**src/rtl/bpu_ctrl.sv**
```systemverilog
// Fetch-stage branch predictor (2-bit counters + tagged BTB) and decode-stage
// redirect controller that compares the carried prediction against the resolved outcome.
module bpu_ctrl #(
    parameter int         IDX_W    = 4,
    parameter int         TAG_W    = 26,
    parameter logic [1:0] CNT_INIT = 2'b01
) (
    input  logic        clk,
    input  logic        rst_n,
    input  logic [31:0] pc_F,
    output logic        pred_taken_F,
    output logic [31:0] pred_target_F,
    input  logic        stall_D,
    input  logic        flush_D,
    input  logic        instr_valid_D,
    input  logic        ctrl_valid_D,
    input  logic [31:0] pc_D,
    input  logic        taken_D,
    input  logic [31:0] target_D,
    output logic        mispredict_D,
    output logic [31:0] redirect_pc_D
);
    localparam int ENTRIES = 2 ** IDX_W;

    logic [ENTRIES-1:0] valid_q;
    logic [TAG_W-1:0]   tag_q [ENTRIES];
    logic [31:0]        tgt_q [ENTRIES];
    logic [1:0]         cnt_q [ENTRIES];

    logic               pred_taken_q;
    logic [31:0]        pred_target_q;

    logic [IDX_W-1:0]   idx_f;
    logic [IDX_W-1:0]   idx_d;
    logic [TAG_W-1:0]   tag_f;
    logic [TAG_W-1:0]   tag_d;
    logic               hit_f;
    logic               hit_d;
    logic [31:0]        pc_f_plus4;
    logic [31:0]        pc_d_plus4;
    logic               actual_taken;
    logic               mismatch;
    logic               train_en;
    logic               unused_pc_bits;

    assign idx_f = pc_F[IDX_W+1:2];
    assign idx_d = pc_D[IDX_W+1:2];
    assign tag_f = pc_F[IDX_W+1+TAG_W:IDX_W+2];
    assign tag_d = pc_D[IDX_W+1+TAG_W:IDX_W+2];
    assign unused_pc_bits = ^{pc_F[1:0], pc_D[1:0]};

    assign pc_f_plus4 = pc_F + 32'd4;
    assign pc_d_plus4 = pc_D + 32'd4;

    // Lookup reads the registered table, so a same-cycle update is seen next cycle.
    assign hit_f         = valid_q[idx_f] && (tag_q[idx_f] == tag_f);
    assign hit_d         = valid_q[idx_d] && (tag_q[idx_d] == tag_d);
    assign pred_taken_F  = hit_f & cnt_q[idx_f][1];
    assign pred_target_F = pred_taken_F ? tgt_q[idx_f] : pc_f_plus4;

    // A non-control instruction counts as not taken, so a stale "taken" alias redirects to pc_D+4.
    assign actual_taken  = ctrl_valid_D & taken_D;
    assign mismatch      = instr_valid_D &
                           ((pred_taken_q != actual_taken) |
                            (pred_taken_q & actual_taken & (pred_target_q != target_D)));
    assign mispredict_D  = rst_n & mismatch & ~stall_D;
    assign redirect_pc_D = (rst_n & actual_taken) ? target_D : pc_d_plus4;
    assign train_en      = instr_valid_D & ctrl_valid_D & ~stall_D & ~flush_D;

    always_ff @(posedge clk or negedge rst_n) begin
        if (!rst_n) begin
            pred_taken_q  <= 1'b0;
            pred_target_q <= 32'd0;
        end else if (flush_D || mispredict_D) begin
            pred_taken_q  <= 1'b0;
            pred_target_q <= 32'd0;
        end else if (!stall_D) begin
            pred_taken_q  <= pred_taken_F;
            pred_target_q <= pred_target_F;
        end
    end

    always_ff @(posedge clk or negedge rst_n) begin
        if (!rst_n) begin
            valid_q <= '0;
            for (int i = 0; i < ENTRIES; i++) begin
                tag_q[i] <= '0;
                tgt_q[i] <= 32'd0;
                cnt_q[i] <= CNT_INIT;
            end
        end else if (train_en) begin
            if (hit_d) begin
                if (taken_D) begin
                    tgt_q[idx_d] <= target_D;
                    if (cnt_q[idx_d] != 2'b11) cnt_q[idx_d] <= cnt_q[idx_d] + 2'd1;
                end else if (cnt_q[idx_d] != 2'b00) begin
                    cnt_q[idx_d] <= cnt_q[idx_d] - 2'd1;
                end
            end else if (taken_D) begin
                // Only taken branches allocate; a not-taken miss already predicts correctly.
                valid_q[idx_d] <= 1'b1;
                tag_q[idx_d]   <= tag_d;
                tgt_q[idx_d]   <= target_D;
                cnt_q[idx_d]   <= 2'b10;
            end
        end
    end
endmodule

```
**config.mk**
```make
export PLATFORM = sky130hd
export DESIGN_NAME = bpu_ctrl
export DESIGN_NICKNAME = d
export VERILOG_FILES = /design/src/rtl/bpu_ctrl.sv
export SDC_FILE = /design/constraint.sdc
export NUM_CORES = 2
export LEC_CHECK = 0
export CORE_ASPECT_RATIO = 0.9
export CORE_MARGIN = 2
export CORE_UTILIZATION = 30
export DETAILED_ROUTE_END_ITERATION = 12
export GPL_ROUTABILITY_DRIVEN = 0
export HOLD_SLACK_MARGIN = 0.03
export PLACE_DENSITY = 0.55
export SYNTH_ARGS = -nofsm -noshare
export SYNTH_HDL_FRONTEND = slang
export SYNTH_SLANG_ARGS = --single-unit
export TNS_END_PERCENT = 30
```
**constraint.sdc**
```tcl
create_clock -name clk -period 9.4 [get_ports clk]
set_input_delay 1.88 -clock clk [delete_from_list [all_inputs] [get_ports clk]]
set_output_delay 1.88 -clock clk [all_outputs]
set_load 0.01 [all_outputs]
```
Word-level counts from Yosys, hierarchy flattened
Cells that the tools add are included.
{ "totals": {"wordCells": 142, "out_inout_bits": 66, "ff_bits": 1009, "input_bits": 103} }
{ "op_classes": {"n_bitwise": 21, "addsub": 4, "order_cmp": 6, "eq_ne": 7, "reduce_logical": 11, "mux": 42} }
{ "op_table": {"columns": ["cell", "count"], "rows": [
  ["512-bit bitwise mux", 1],
  ["416-bit bitwise mux", 1],
  ["32-bit 2-to-1 mux", 12],
  ["26-bit binary-select mux with 4-bit select", 2],
  ["26-bit 2-to-1 mux", 5],
  ["32-bit binary-select mux with 4-bit select", 1],
  ["32-bit demux with 4-bit select", 1],
  ["26-bit demux with 4-bit select", 1],
  ["32-bit by 3-bit adder with 32-bit output (second input constant)", 2],
  ["32-bit bitwise mux", 2],
  ["26-bit == test", 2],
  ["32-bit inequality test", 1],
  ["16-bit OR", 2],
  ["16-bit AND", 1],
  ["2-bit binary-select mux with 4-bit select", 2],
  ["16-bit inverter", 1],
  ["1-bit AND", 11],
  ["5-bit greater-or-equal comparator (second input constant)", 2],
  ["4-bit by 5-bit < comparator with 1-bit output (second input constant)", 2],
  ["2-bit 2-to-1 mux", 5],
  ["4-bit inverter with 5-bit output", 2],
  ["1-bit binary-select mux with 4-bit select", 2],
  ["2-bit demux with 4-bit select", 1],
  ["2-bit nonzero test", 3],
  ["17 further kinds", 26]
]} }

Longest topological paths before layout
{ "logic_depth": {"ltp_word": 10, "mapped_depth": 17, "ltp_nobuf": 9} }

Worst setup path after synthesis
Ideal clock, no wire load.
{ "synth_timing": {"kind": "input to output", "start": "input port pc_F[2]", "end": "output port pred_target_F[2]", "required_ns": 7.520, "arrival_time_ns": 4.947, "path_buffers": 4, "path_stages": 11, "slack_ns": 2.573, "path_cell_list": "buf_2 > buf_1 > mux4_2 > mux4_2 > xnor2_1 > nand2_1 > nor4_1 > nand4_1 > clkbuf_1 > clkbuf_1 > a21oi_1"} }
{ "synth_via": {"elab_chain_cells": 8, "elab_cells_between_ends": 17, "cone_classes": "1 x add/sub; 1 x eq/ne; 12 x mux; 2 x bitwise; 1 x reduce/logical"} }
{ "synth_lines": {"columns": ["element", "line", "text"], "rows": [
  ["from (decl)", "10", "input logic [31:0] pc_F,"],
  ["4-bit inverter with 5-bit output (implied by the code)", "56, 58, 59", null],
  ["26-bit binary-select mux with 4-bit select", "56", "assign hit_f = valid_q[idx_f] && (tag_q[idx_f] == tag_f);"],
  ["26-bit 2-to-1 mux (implied by the code) (2 in series)", "56", null],
  ["26-bit == test", "56", null],
  ["1-bit logical AND", "56", null],
  ["1-bit AND", "58", "assign pred_taken_F = hit_f & cnt_q[idx_f][1];"],
  ["32-bit 2-to-1 mux *", "59", "assign pred_target_F = pred_taken_F ? tgt_q[idx_f] : pc_f_plus4;"],
  ["to (decl)", "12", "output logic [31:0] pred_target_F,"]
]} }
Mark *: on every way between the ends. The rest lies on a longest branch, timed or not. The select of a mux whose other input is x is not followed.

Final worst setup path
{ "layout_timing": {"start": "input port pc_F[2]", "end": "output port pred_target_F[30]"} }
Same word-level chain as after synthesis.

==> impl_metrics.json <==
{
  "synth_area_mm2": 0.05183,
  "final-hold-violation-count": 0,
  "whs_ns": 0.4993,
  "clk_pin_slew_ns": 0.06,
  "powerDensity_mw_per_mm2": 171.3,
  "clock_latency_ns": 0.75,
  "yosysUniqueCellTypes": 56,
  "worst_slew_pin_slew_ns": 1.158,
  "start_util_pct": 30.25,
  "post-cts-setup-buffer-count": 0,
  "synth-seq-cells": 1009,
  "final_area_mm2": 0.05943,
  "drv_cap": 0,
  "cts_hold_buf": 0,
  "hpwl_um": 109300,
  "synth_flop_cell": "dfrtp_1",
  "met2_length_um": 84670,
  "setup_tns_ns": 0,
  "first_global_vias": 32640,
  "path_max_fanout": 56,
  "core_area_mm2": 0.1713,
  "wl_per_cell_um": 29.41,
  "dr.pass1.iters": 7,
  "cts-resized-gates": 0,
  "skew_ns": 0.04624,
  "die_height_um": 398.3,
  "fin_crit_ns": 8.466,
  "synth-edff-count": 0,
  "multiInputGateArea_mm2": 0.02495,
  "final_nets": 3682,
  "io_pins": 169,
  "drv_slew": 0,
  "via_count": 32286,
  "dieArea_mm2": 0.1761,
  "ys_top_cells_by_area": "dfrtp_1, mux2_2, mux4_2",
  "place_area_mm2": 0.05585,
  "crit_required_ns": 7.52,
  "cts_root_buf": "clkbuf_16",
  "top_layer_used": "met5",
  "min_period_over_period_pct": 90.07,
  "areaGrowthSynthToFinish_pct": 14.67,
  "fin_ws_ns": 0.9338,
  "synth_top_area_share_pct": 47.94,
  "wl_met1_um": 75950,
  "status": "complete, no violations",
  "worstSetupStartpointType": "input port",
  "viasPerCell": 5.454,
  "synthCells": 3522,
  "synth_nets": 3633,
  "post-route-util_pct": 34.69,
  "wl_um": 174100,
  "async_flop_share_pct": 100.0,
  "fp.dieW_um": 442.1,
  "grt_usage_pct": 19.59,
  "avgSynthCellArea_um2": 14.72,
  "antenna_left": 0,
  "drive_above_1_share_pct": 46.64,
  "grt_first_pass_wirelength_um": 250200,
  "drc": 0,
  "clk_path_buf_depth": 3,
  "setup_viol": 0,
  "antenna_found_initial": 13,
  "tritoncts": "yes",
  "grt_overflow": 0,
  "dr_wl_met3_um": 7828,
  "vdd_ir_drop_max_mv": 0.1630,
  "max_freq_ghz": 0.1181,
  "grt_max_degree": 166,
  "clock_sinks": 1009,
  "cts_max_level": 3,
  "slew_headroom_pct": 21.97,
  "p_leak_uw": 0.02702,
  "drt_iter0_drc": 2664,
  "io_buffers": 168,
  "numCtsBuffers": 106,
  "yosysSeqAreaShare_pct": 48.76,
  "dp_slack_ns": 0.9539,
  "synth_top_area_cell": "dfrtp_1",
  "cp.arrival_ns": 6.59,
  "regArea_mm2": 0.02527,
  "fillers": 16445,
  "hold_path_class": "register to register",
  "rsz0062_at_grt": "no",
  "critical_path_class": "input port to primary output",
  "end_kind": "primary output",
  "yosys_warnings": 0,
  "num_rows": 144
}
==> state kept, by name, indices dropped and copies added, names as in the netlist <==
register,cells
cnt_q,32
tgt_q,512
tag_q,416
pred_taken_q,1
pred_target_q,32
valid_q,16
==> synth_stat cells, types with 7 or more instances <==
| master | count |
|---|---|
| xor2_1 | 84 |
| nor2b_1 | 8 |
| dfstp_2 | 16 |
| o22ai_1 | 22 |
| a21oi_1 | 27 |
| ha_1 | 8 |
| buf_1 | 75 |
| mux2_1 | 11 |
| clkbuf_1 | 197 |
| nand3_1 | 44 |
| nand4_1 | 36 |
| mux2i_1 | 99 |
| a22o_1 | 35 |
| xnor2_1 | 71 |
| a221oi_1 | 9 |
| dfrtp_1 | 993 |
| buf_2 | 38 |
| o21ai_0 | 42 |
| nand3_2 | 7 |
| nand2_1 | 104 |
| and2_1 | 8 |
| inv_1 | 14 |
| nand2b_1 | 21 |
| mux2_2 | 974 |
| nor4_1 | 12 |
| mux4_2 | 368 |
| buf_4 | 32 |
| buf_6 | 16 |
| nor2_1 | 53 |
| a22oi_1 | 21 |
| and3_1 | 21 |
==> where the power goes <==
group / leakage, µW / switching (µW) / internal, µW / total [µW]
Sequential: 0.0138 / 137 / 4550 / 4690
Clock: 0.00176 / 1830 / 2540 / 4370
Combinational: 0.0114 / 612 / 515 / 1130
Total: 0.0270 / 2580 / 7610 / 10200
==> final cells by class <==
class,instances,share of cell area (%)
Antenna cell,6,0.02526
Tap cell,2263,4.764
Sequential cell,1009,42.52
Multi-Input combinational cell,2139,41.99
Clock inverter,30,0.7347
Inverter,16,0.1011
Timing Repair Buffer,299,4.606
Clock buffer,158,5.265
==> cells by family (layout without fill, tap and decap cells) <==
family / count (synthesis) / count (layout) / synth area share, %
adder cells (fa/ha/maj): 8 / 8 / 0.1931
other: 0 / 6 / 0
AO/OA/AOI/OAI: 184 / 184 / 2.520
AND/OR/NAND/NOR: 340 / 340 / 3.344
multiplexers: 1452 / 1452 / 39.30
buffers and inverters: 374 / 503 / 3.264
XOR/XNOR: 155 / 155 / 2.619
flip-flops: 1009 / 1009 / 48.76
==> through the flow <==
step | cells | power (µW)
6_report | 5920 | 10180
5_1_grt | 5919 | 10550
4_1_cts | 5914 | 10270
3_5_place_dp | 5726 | 5901
3_3_place_gp | 5726 | 5888
2_1_floorplan | 3522 | 5390
==> path summary, 6_finish.rpt <==
| path | slack, ns | startpoint | end | cells past startpoint |
|---|---|---|---|---|
| hold reg to reg | 0.50 | tgt_q[183]$_DFFE_PN0P_ | tgt_q[183]$_DFFE_PN0P_ | 1 |
| max in group asynchronous | 3.86 | rst_n | tag_q[189]$_DFFE_PN0P_ | 6 |
| setup reg to reg | 4.22 | tag_q[106]$_DFFE_PN0P_ | tag_q[75]$_DFFE_PN0P_ | 9 |
| min in group asynchronous | 1.08 | rst_n | tgt_q[360]$_DFFE_PN0P_ | 1 |
| hold / removal | 0.50 | tgt_q[183]$_DFFE_PN0P_ | tgt_q[183]$_DFFE_PN0P_ | 1 |
| setup / recovery | 0.93 | pc_F[2] | pred_target_F[30] | 11 |
==> routing by layer <==
metal  track usage, %  vias up
li1                 -    13327
met1            26.47    17745
met2            32.54      951
met3            2.592      257
met4            6.492        6
met5                0        -
==> worst max-delay path: stages <==
cell and delay, ns:
buf_8 0.50, buf_4 0.38, mux4_2 0.52, mux4_2 0.57, xnor2_1 0.25, nand4_1 0.14
nor4_1 0.29, nand4_1 0.46, buf_12 0.36, a21oi_1 0.47, clkdlybuf4s50_1 0.64
==> cell usage in the layout (no fill, tap or decap), types with 27 or more instances in the layout <==
cell,n
a21oi_1,27
a22o_1,35
buf_4,129
clkbuf_16,107
clkdlybuf4s50_1,160
dfrtp_1,993
mux2_2,974
mux2i_1,99
mux4_2,368
nand2_1,98
nand3_1,41
nand4_1,36
nor2_1,53
o21ai_0,42
xnor2_1,71
xor2_1,84
Power figures use the tool's default switching activity.
